`src/rtl/uart_tx_pkg.sv`:
```
// Shared types and constants for the UART transmit frame sequencer.
package uart_tx_pkg;

    localparam int   DEFAULT_DATA_WIDTH = 8;
    localparam logic TX_IDLE_LEVEL      = 1'b1;
    localparam logic START_LEVEL        = 1'b0;

    typedef enum logic [2:0] {
        IDLE,
        START,
        DATA,
        PARITY,
        STOP
    } tx_state_e;

    // Bit-counter width; never below one bit so a 1-bit payload still builds.
    function automatic int cnt_width(input int width);
        return (width > 1) ? $clog2(width) : 1;
    endfunction

endpackage

```
`src/rtl/uart_tx_ctrl_if.sv`:
```
// Handshake / serial-line bundle between the TX data source, the parity
// calculator and the uart_tx_ctrl frame sequencer.
interface uart_tx_ctrl_if
    import uart_tx_pkg::*;
#(
    parameter int DATA_WIDTH = DEFAULT_DATA_WIDTH
);
    logic [DATA_WIDTH-1:0] P_DATA;
    logic                  DATA_VALID;
    logic                  PAR_EN;
    logic                  PAR_BIT;
    logic                  PAR_LOAD;
    logic                  TX_OUT;
    logic                  BUSY;
    logic                  FRAME_DONE;

    // Data source + parity calculator side.
    modport master (
        output P_DATA, DATA_VALID, PAR_EN, PAR_BIT,
        input  PAR_LOAD, TX_OUT, BUSY, FRAME_DONE
    );

    // Frame sequencer side.
    modport slave (
        input  P_DATA, DATA_VALID, PAR_EN, PAR_BIT,
        output PAR_LOAD, TX_OUT, BUSY, FRAME_DONE
    );
endinterface

```
`src/rtl/uart_tx_serializer.sv`:
```
// Payload shift register and data-bit counter for the UART TX path.
// ser_bit is the bit that will be on the line in the *next* cycle, so the
// controller can register TX_OUT without an extra cycle of latency.
module uart_tx_serializer
    import uart_tx_pkg::*;
#(
    parameter int DATA_WIDTH = DEFAULT_DATA_WIDTH
) (
    input  logic                  CLK,
    input  logic                  RST,
    input  logic                  load,
    input  logic                  shift_en,
    input  logic [DATA_WIDTH-1:0] load_data,
    output logic                  ser_bit,
    output logic                  last_bit
);
    localparam int CW = cnt_width(DATA_WIDTH);

    logic [DATA_WIDTH-1:0] shreg_reg;
    logic [DATA_WIDTH-1:0] shreg_shifted;
    logic [CW-1:0]         cnt_reg;

    // Next-bit lookahead and end-of-payload detect.
    always_comb begin
        shreg_shifted = shreg_reg >> 1;
        ser_bit       = shift_en ? shreg_shifted[0] : shreg_reg[0];
        last_bit      = (cnt_reg == CW'(DATA_WIDTH - 1));
    end

    // Capture on load, shift right and count while data bits are on the line.
    always_ff @(posedge CLK or negedge RST) begin
        if (!RST) begin
            shreg_reg <= '0;
            cnt_reg   <= '0;
        end else if (load) begin
            shreg_reg <= load_data;
            cnt_reg   <= '0;
        end else if (shift_en) begin
            shreg_reg <= shreg_shifted;
            cnt_reg   <= last_bit ? '0 : cnt_reg + 1'b1;
        end
    end

endmodule

```
`src/rtl/uart_tx_ctrl.sv`:
```
// UART TX frame sequencer: start, LSB-first data, optional parity, stop.
// Optional build macro UART_TX_TWO_STOP_EN stretches STOP to two cycles.
module uart_tx_ctrl
    import uart_tx_pkg::*;
#(
    parameter int DATA_WIDTH = DEFAULT_DATA_WIDTH
) (
    input  logic          CLK,
    input  logic          RST,
    uart_tx_ctrl_if.slave bus
);
    tx_state_e state_reg, state_next;
    logic      par_en_reg;
    logic      tx_out_reg, tx_out_next;
    logic      busy_reg, busy_next;
    logic      frame_done_reg, frame_done_next;
    logic      final_stop, final_stop_next;
    logic      ready, accept;
    logic      ser_bit, last_bit;

`ifdef UART_TX_TWO_STOP_EN
    logic stop2_reg;
    logic stop2_next;

    // Second STOP cycle is the one after the first.
    assign stop2_next      = (state_reg == STOP) && !stop2_reg;
    assign final_stop      = (state_reg == STOP) && stop2_reg;
    assign final_stop_next = stop2_next;

    // Tracks which of the two stop cycles is on the line.
    always_ff @(posedge CLK or negedge RST) begin
        if (!RST) begin
            stop2_reg <= 1'b0;
        end else begin
            stop2_reg <= stop2_next;
        end
    end
`else
    assign final_stop      = (state_reg == STOP);
    assign final_stop_next = 1'b1;
`endif

    // Reset gates the strobe so the parity calculator never loads during reset.
    assign ready        = (state_reg == IDLE) || final_stop;
    assign accept       = bus.DATA_VALID && ready && RST;
    assign bus.PAR_LOAD = accept;

    uart_tx_serializer #(
        .DATA_WIDTH (DATA_WIDTH)
    ) u_serializer (
        .CLK       (CLK),
        .RST       (RST),
        .load      (accept),
        .shift_en  (state_reg == DATA),
        .load_data (bus.P_DATA),
        .ser_bit   (ser_bit),
        .last_bit  (last_bit)
    );

    // Next state plus the line level / flags for the state being entered.
    always_comb begin
        state_next = state_reg;
        case (state_reg)
            IDLE:    if (accept) state_next = START;
            START:   state_next = DATA;
            DATA:    if (last_bit) state_next = par_en_reg ? PARITY : STOP;
            PARITY:  state_next = STOP;
            STOP:    if (final_stop) state_next = accept ? START : IDLE;
            default: state_next = IDLE;
        endcase

        tx_out_next = TX_IDLE_LEVEL;
        case (state_next)
            START:   tx_out_next = START_LEVEL;
            DATA:    tx_out_next = ser_bit;
            PARITY:  tx_out_next = bus.PAR_BIT;
            default: tx_out_next = TX_IDLE_LEVEL;
        endcase

        busy_next       = (state_next != IDLE);
        frame_done_next = (state_next == STOP) && final_stop_next;
    end

    // State, latched parity enable and registered line outputs.
    always_ff @(posedge CLK or negedge RST) begin
        if (!RST) begin
            state_reg      <= IDLE;
            par_en_reg     <= 1'b0;
            tx_out_reg     <= TX_IDLE_LEVEL;
            busy_reg       <= 1'b0;
            frame_done_reg <= 1'b0;
        end else begin
            state_reg      <= state_next;
            tx_out_reg     <= tx_out_next;
            busy_reg       <= busy_next;
            frame_done_reg <= frame_done_next;
            if (accept) begin
                par_en_reg <= bus.PAR_EN;
            end
        end
    end

    assign bus.TX_OUT     = tx_out_reg;
    assign bus.BUSY       = busy_reg;
    assign bus.FRAME_DONE = frame_done_reg;

endmodule

```
`src/flat_wrapper.sv`:
```
// flat-port wrapper written by rule: the top's interface ports become plain ports
module uart_tx_ctrl_flat import uart_tx_pkg::*;
#(
    parameter int DATA_WIDTH = DEFAULT_DATA_WIDTH
)
  (CLK, RST, bus_P_DATA, bus_DATA_VALID, bus_PAR_EN, bus_PAR_BIT, bus_PAR_LOAD, bus_TX_OUT, bus_BUSY, bus_FRAME_DONE);
  uart_tx_ctrl_if #(.DATA_WIDTH(DATA_WIDTH)) bus_i ();
  input  logic CLK;
  input  logic RST;
  input wire logic [$bits(bus_i.P_DATA)-1:0] bus_P_DATA;
  input wire logic [$bits(bus_i.DATA_VALID)-1:0] bus_DATA_VALID;
  input wire logic [$bits(bus_i.PAR_EN)-1:0] bus_PAR_EN;
  input wire logic [$bits(bus_i.PAR_BIT)-1:0] bus_PAR_BIT;
  output wire logic [$bits(bus_i.PAR_LOAD)-1:0] bus_PAR_LOAD;
  output wire logic [$bits(bus_i.TX_OUT)-1:0] bus_TX_OUT;
  output wire logic [$bits(bus_i.BUSY)-1:0] bus_BUSY;
  output wire logic [$bits(bus_i.FRAME_DONE)-1:0] bus_FRAME_DONE;
  assign bus_i.P_DATA = bus_P_DATA;
  assign bus_i.DATA_VALID = bus_DATA_VALID;
  assign bus_i.PAR_EN = bus_PAR_EN;
  assign bus_i.PAR_BIT = bus_PAR_BIT;
  assign bus_PAR_LOAD = bus_i.PAR_LOAD;
  assign bus_TX_OUT = bus_i.TX_OUT;
  assign bus_BUSY = bus_i.BUSY;
  assign bus_FRAME_DONE = bus_i.FRAME_DONE;
  uart_tx_ctrl #(.DATA_WIDTH(DATA_WIDTH)) u_core (.CLK(CLK), .RST(RST), .bus(bus_i));
endmodule
```
`config.mk`:
```
export PLATFORM = sky130hd
export DESIGN_NAME = uart_tx_ctrl_flat
export DESIGN_NICKNAME = d
export VERILOG_FILES = /design/src/rtl/uart_tx_pkg.sv /design/src/rtl/uart_tx_ctrl_if.sv /design/src/rtl/uart_tx_serializer.sv /design/src/rtl/uart_tx_ctrl.sv /design/src/flat_wrapper.sv
export SDC_FILE = /design/constraint.sdc
export NUM_CORES = 1
export LEC_CHECK = 0
export ABC_AREA = 1
export CAP_MARGIN = 25
export CELL_PAD_IN_SITES_DETAIL_PLACEMENT = 0
export CELL_PAD_IN_SITES_GLOBAL_PLACEMENT = 1
export CORE_MARGIN = 1.5
export CORE_UTILIZATION = 36
export CTS_CLUSTER_SIZE = 12
export DETAILED_ROUTE_END_ITERATION = 6
export PLACE_DENSITY = 0.74
export SYNTH_ARGS = -nofsm -noshare
export SYNTH_HDL_FRONTEND = slang
export SYNTH_SLANG_ARGS = --single-unit
```
`constraint.sdc`:
```
create_clock -name CLK -period 1.9 [get_ports CLK]
set_clock_uncertainty 0.15 [all_clocks]
set_input_delay 0.475 -clock CLK [delete_from_list [all_inputs] [get_ports CLK]]
set_output_delay 0.475 -clock CLK [all_outputs]
set_load 0.02 [all_outputs]
```
==> flow_summary.yaml <==
clocking:
  cts_tree: "yes"
  ctsHoldBuffers: 0
  cts_resized: 9
  postCtsSetupBuffers: 0
  clock_latency_ns: 0.29
  clock_sinks: 18
  cts.root.buffer_cell: "clkbuf_4"
  cts.path.max_buffers: 2
  clk_pin_slew_ns: 0.10
  cts_buffers: 3
  h-tree-depth: 1
power_and_ir_drop:
  p_per_area_nw_per_um2: 744
  power.share.combinational_pct: 18.2
  peakVddDrop_mv: 0.338
  leakage_nw: 0.534
  internal-power_mw: 0.583
  seq_power_share_pct: 57.1
  switching_share_pct: 27.3
  p_sw_mw: 0.219
  clkPwrFrac_pct: 24.7
min_path:
  hp-class: "in2async"
drt:
  drc: 0
  drtPass1Iterations: 4
  drt-initial-drc-count: 16
  drt_wl_total_mm: 1.62
  via_per_inst: 4.81
  routed-via-count: 702
  dr.max_layer_used: "met4"
  route.met3.wl_um: 90
  ant_nets: 0
  routedLengthMet1_um: 755
  dr_wl_met2_um: 757
  wire_per_inst_um: 11.1
timing:
  finalSetupViolations: 0
  tightest_slew_ns: 0.248
  layout_setup_ws_ns: 0.0637
  fin_crit_ns: 1.84
  finalCritPeriodShare_pct: 96.6
  drv_slew: 0
  hold_violations: 0
  slew_headroom_pct: 83.4
  fmax_mhz: 545
  rsz0062_at_grt: "false"
  whs_ns: 0.129
global_routing:
  grt_pass1_vias: 684
  grt_overflow: 0
  grt_max_degree: 19
  grt_usage_pct: 14.9
  antenna_found_initial: 0
  grt_pass1_wl_mm: 2.88
logic_synthesis:
  syn_nets: 109
  ys_seq_elements: 18
  syn_area_per_cell_um2: 8.86
  ys_types: 20
  syn_area_um2: 833
  yosys_warnings: 0
  ys_seq_area_share_pct: 54.2
  synth_cells: 94
worst_setup_path:
  cp-end-kind: "primary output"
  crit_fanout: 1
  worstPathArrival_ns: 1.21
  required_ns: 1.27
  critPathLaunchType: "register"
  path_cells: "clkdlybuf4s50_1"
  critPathKind: "reg2out"
  critPathSlowestCell: "clkdlybuf4s50_1"
  max_stage_delay_ns: 0.59
  path_buf_inv: 1
  path_delay_family: "buffers and inverters"
place:
  gp_congestion: 0.812
  port-buffer-count: 16
  dp_hpwl_mm: 1.20
  place_inst: 142
  pre_cts_ws_ns: -0.560
layout:
  areaGrowthSynthToFinish_pct: 29.4
  most-common-layout-cells: "nand2_1 (26), dfrtp_1 (17), clkdlybuf4s50_1 (12)"
  drive_above_1_share_pct: 15.3
  insertedDiodeCount: 0
  final_nets: 134
  fillers: 227
  multiInputGateArea_um2: 328
  layout_commonest_cell: "nand2_1"
  final_cells: 146
  largest_reg_flops: 8
  regArea_um2: 452
floorplan:
  fp.dieH_um: 51.1
  io_pins: 17
  die_width_um: 51.1
  die_area_um2: 2610
  start_util_pct: 38.0
  core_area_um2: 2190
  placementRows: 17
run:
  maxCapViolations: 0
outcome:
  outcome: "complete, no violations"
layout make-up:
cell class / count / area share, %
clock buffers: 4 / 2.44
inverters: 10 / 3.94
repair buffers: 21 / 18.1
flip-flops and latches: 18 / 41.9
multi-input cells: 65 / 30.4
well taps: 28 / 3.25
cell usage after synthesis:
| library cell | number | area [µm²] |
|---|---|---|
| nand2_1 | 26 | 97.6 |
| dfrtp_1 | 17 | 425 |
| inv_1 | 8 | 30.0 |
| nand3_1 | 8 | 40.0 |
| o21ai_0 | 8 | 40.0 |
| a21oi_1 | 5 | 25.0 |
| nor2_1 | 5 | 18.8 |
| nand2_2 | 4 | 25.0 |
| ha_1 | 2 | 25.0 |
| a22o_1 | 1 | 8.76 |
| a31oi_1 | 1 | 6.26 |
| buf_6 | 1 | 11.3 |
| dfstp_2 | 1 | 26.3 |
| inv_2 | 1 | 3.75 |
| inv_6 | 1 | 8.76 |
| nand3_2 | 1 | 10.0 |
| nand4_1 | 1 | 6.26 |
| nor2_4 | 1 | 11.3 |
| o31ai_1 | 1 | 7.51 |
| or2_1 | 1 | 6.26 |
routing by layer:
layer	up-vias	global-route usage (%)
li1	354	-
met1	330	19.2
met2	16	24.7
met3	2	2.92
met4	0	5.41
met5	-	0
power groups by stage:
| stage | clock network, mW | logic, mW | registers [mW] |
|---|---|---|---|
| floorplan | 0 | 0.0799 | 0.466 |
| global placement | 0 | 0.150 | 0.463 |
| global route | 0.227 | 0.169 | 0.464 |
| finish | 0.198 | 0.146 | 0.458 |
| CTS | 0.205 | 0.150 | 0.457 |
| detailed placement | 0 | 0.152 | 0.464 |
per-stage QoR:
step                area (µm²)  util [%]  TNS, ns  total power, mW
floorplan                  833         -        0            0.546
global placement          1050      48.1   -0.909            0.613
detailed placement        1050      48.1    -1.20            0.616
CTS                       1080      49.2        0            0.812
global route              1080      49.2        0            0.860
finish                    1080      49.2        0            0.802
final timing paths:
kind                                                startpoint  cells past startpoint  slack [ns]                        endpoint
max in group asynchronous                                  RST                      2        1.21               u_core.bus.TX_OUT
worst max-delay path                           u_core.bus.BUSY                      1        0.06                        bus_BUSY
worst min register to register  u_core.u_serializer.cnt_reg[1]                      2        0.34  u_core.u_serializer.cnt_reg[1]
min in group CLK                u_core.u_serializer.cnt_reg[1]                      2        0.34  u_core.u_serializer.cnt_reg[1]
worst max register to register  u_core.u_serializer.cnt_reg[0]                      7        0.27                 u_core.bus.BUSY
worst min-delay path                                       RST                      2        0.13             u_core.state_reg[1]
logic make-up after synthesis:
family                   Yosys count  share of synthesized area [%]
AND/OR/NAND/NOR                   47                           25.8
flip-flops                        18                           54.2
AO/OA/AOI/OAI                     16                           10.5
buffers and inverters             11                           6.46
adder cells (fa/ha/maj)            2                           3.00
Note: power is estimated with default switching activity, not from simulation.
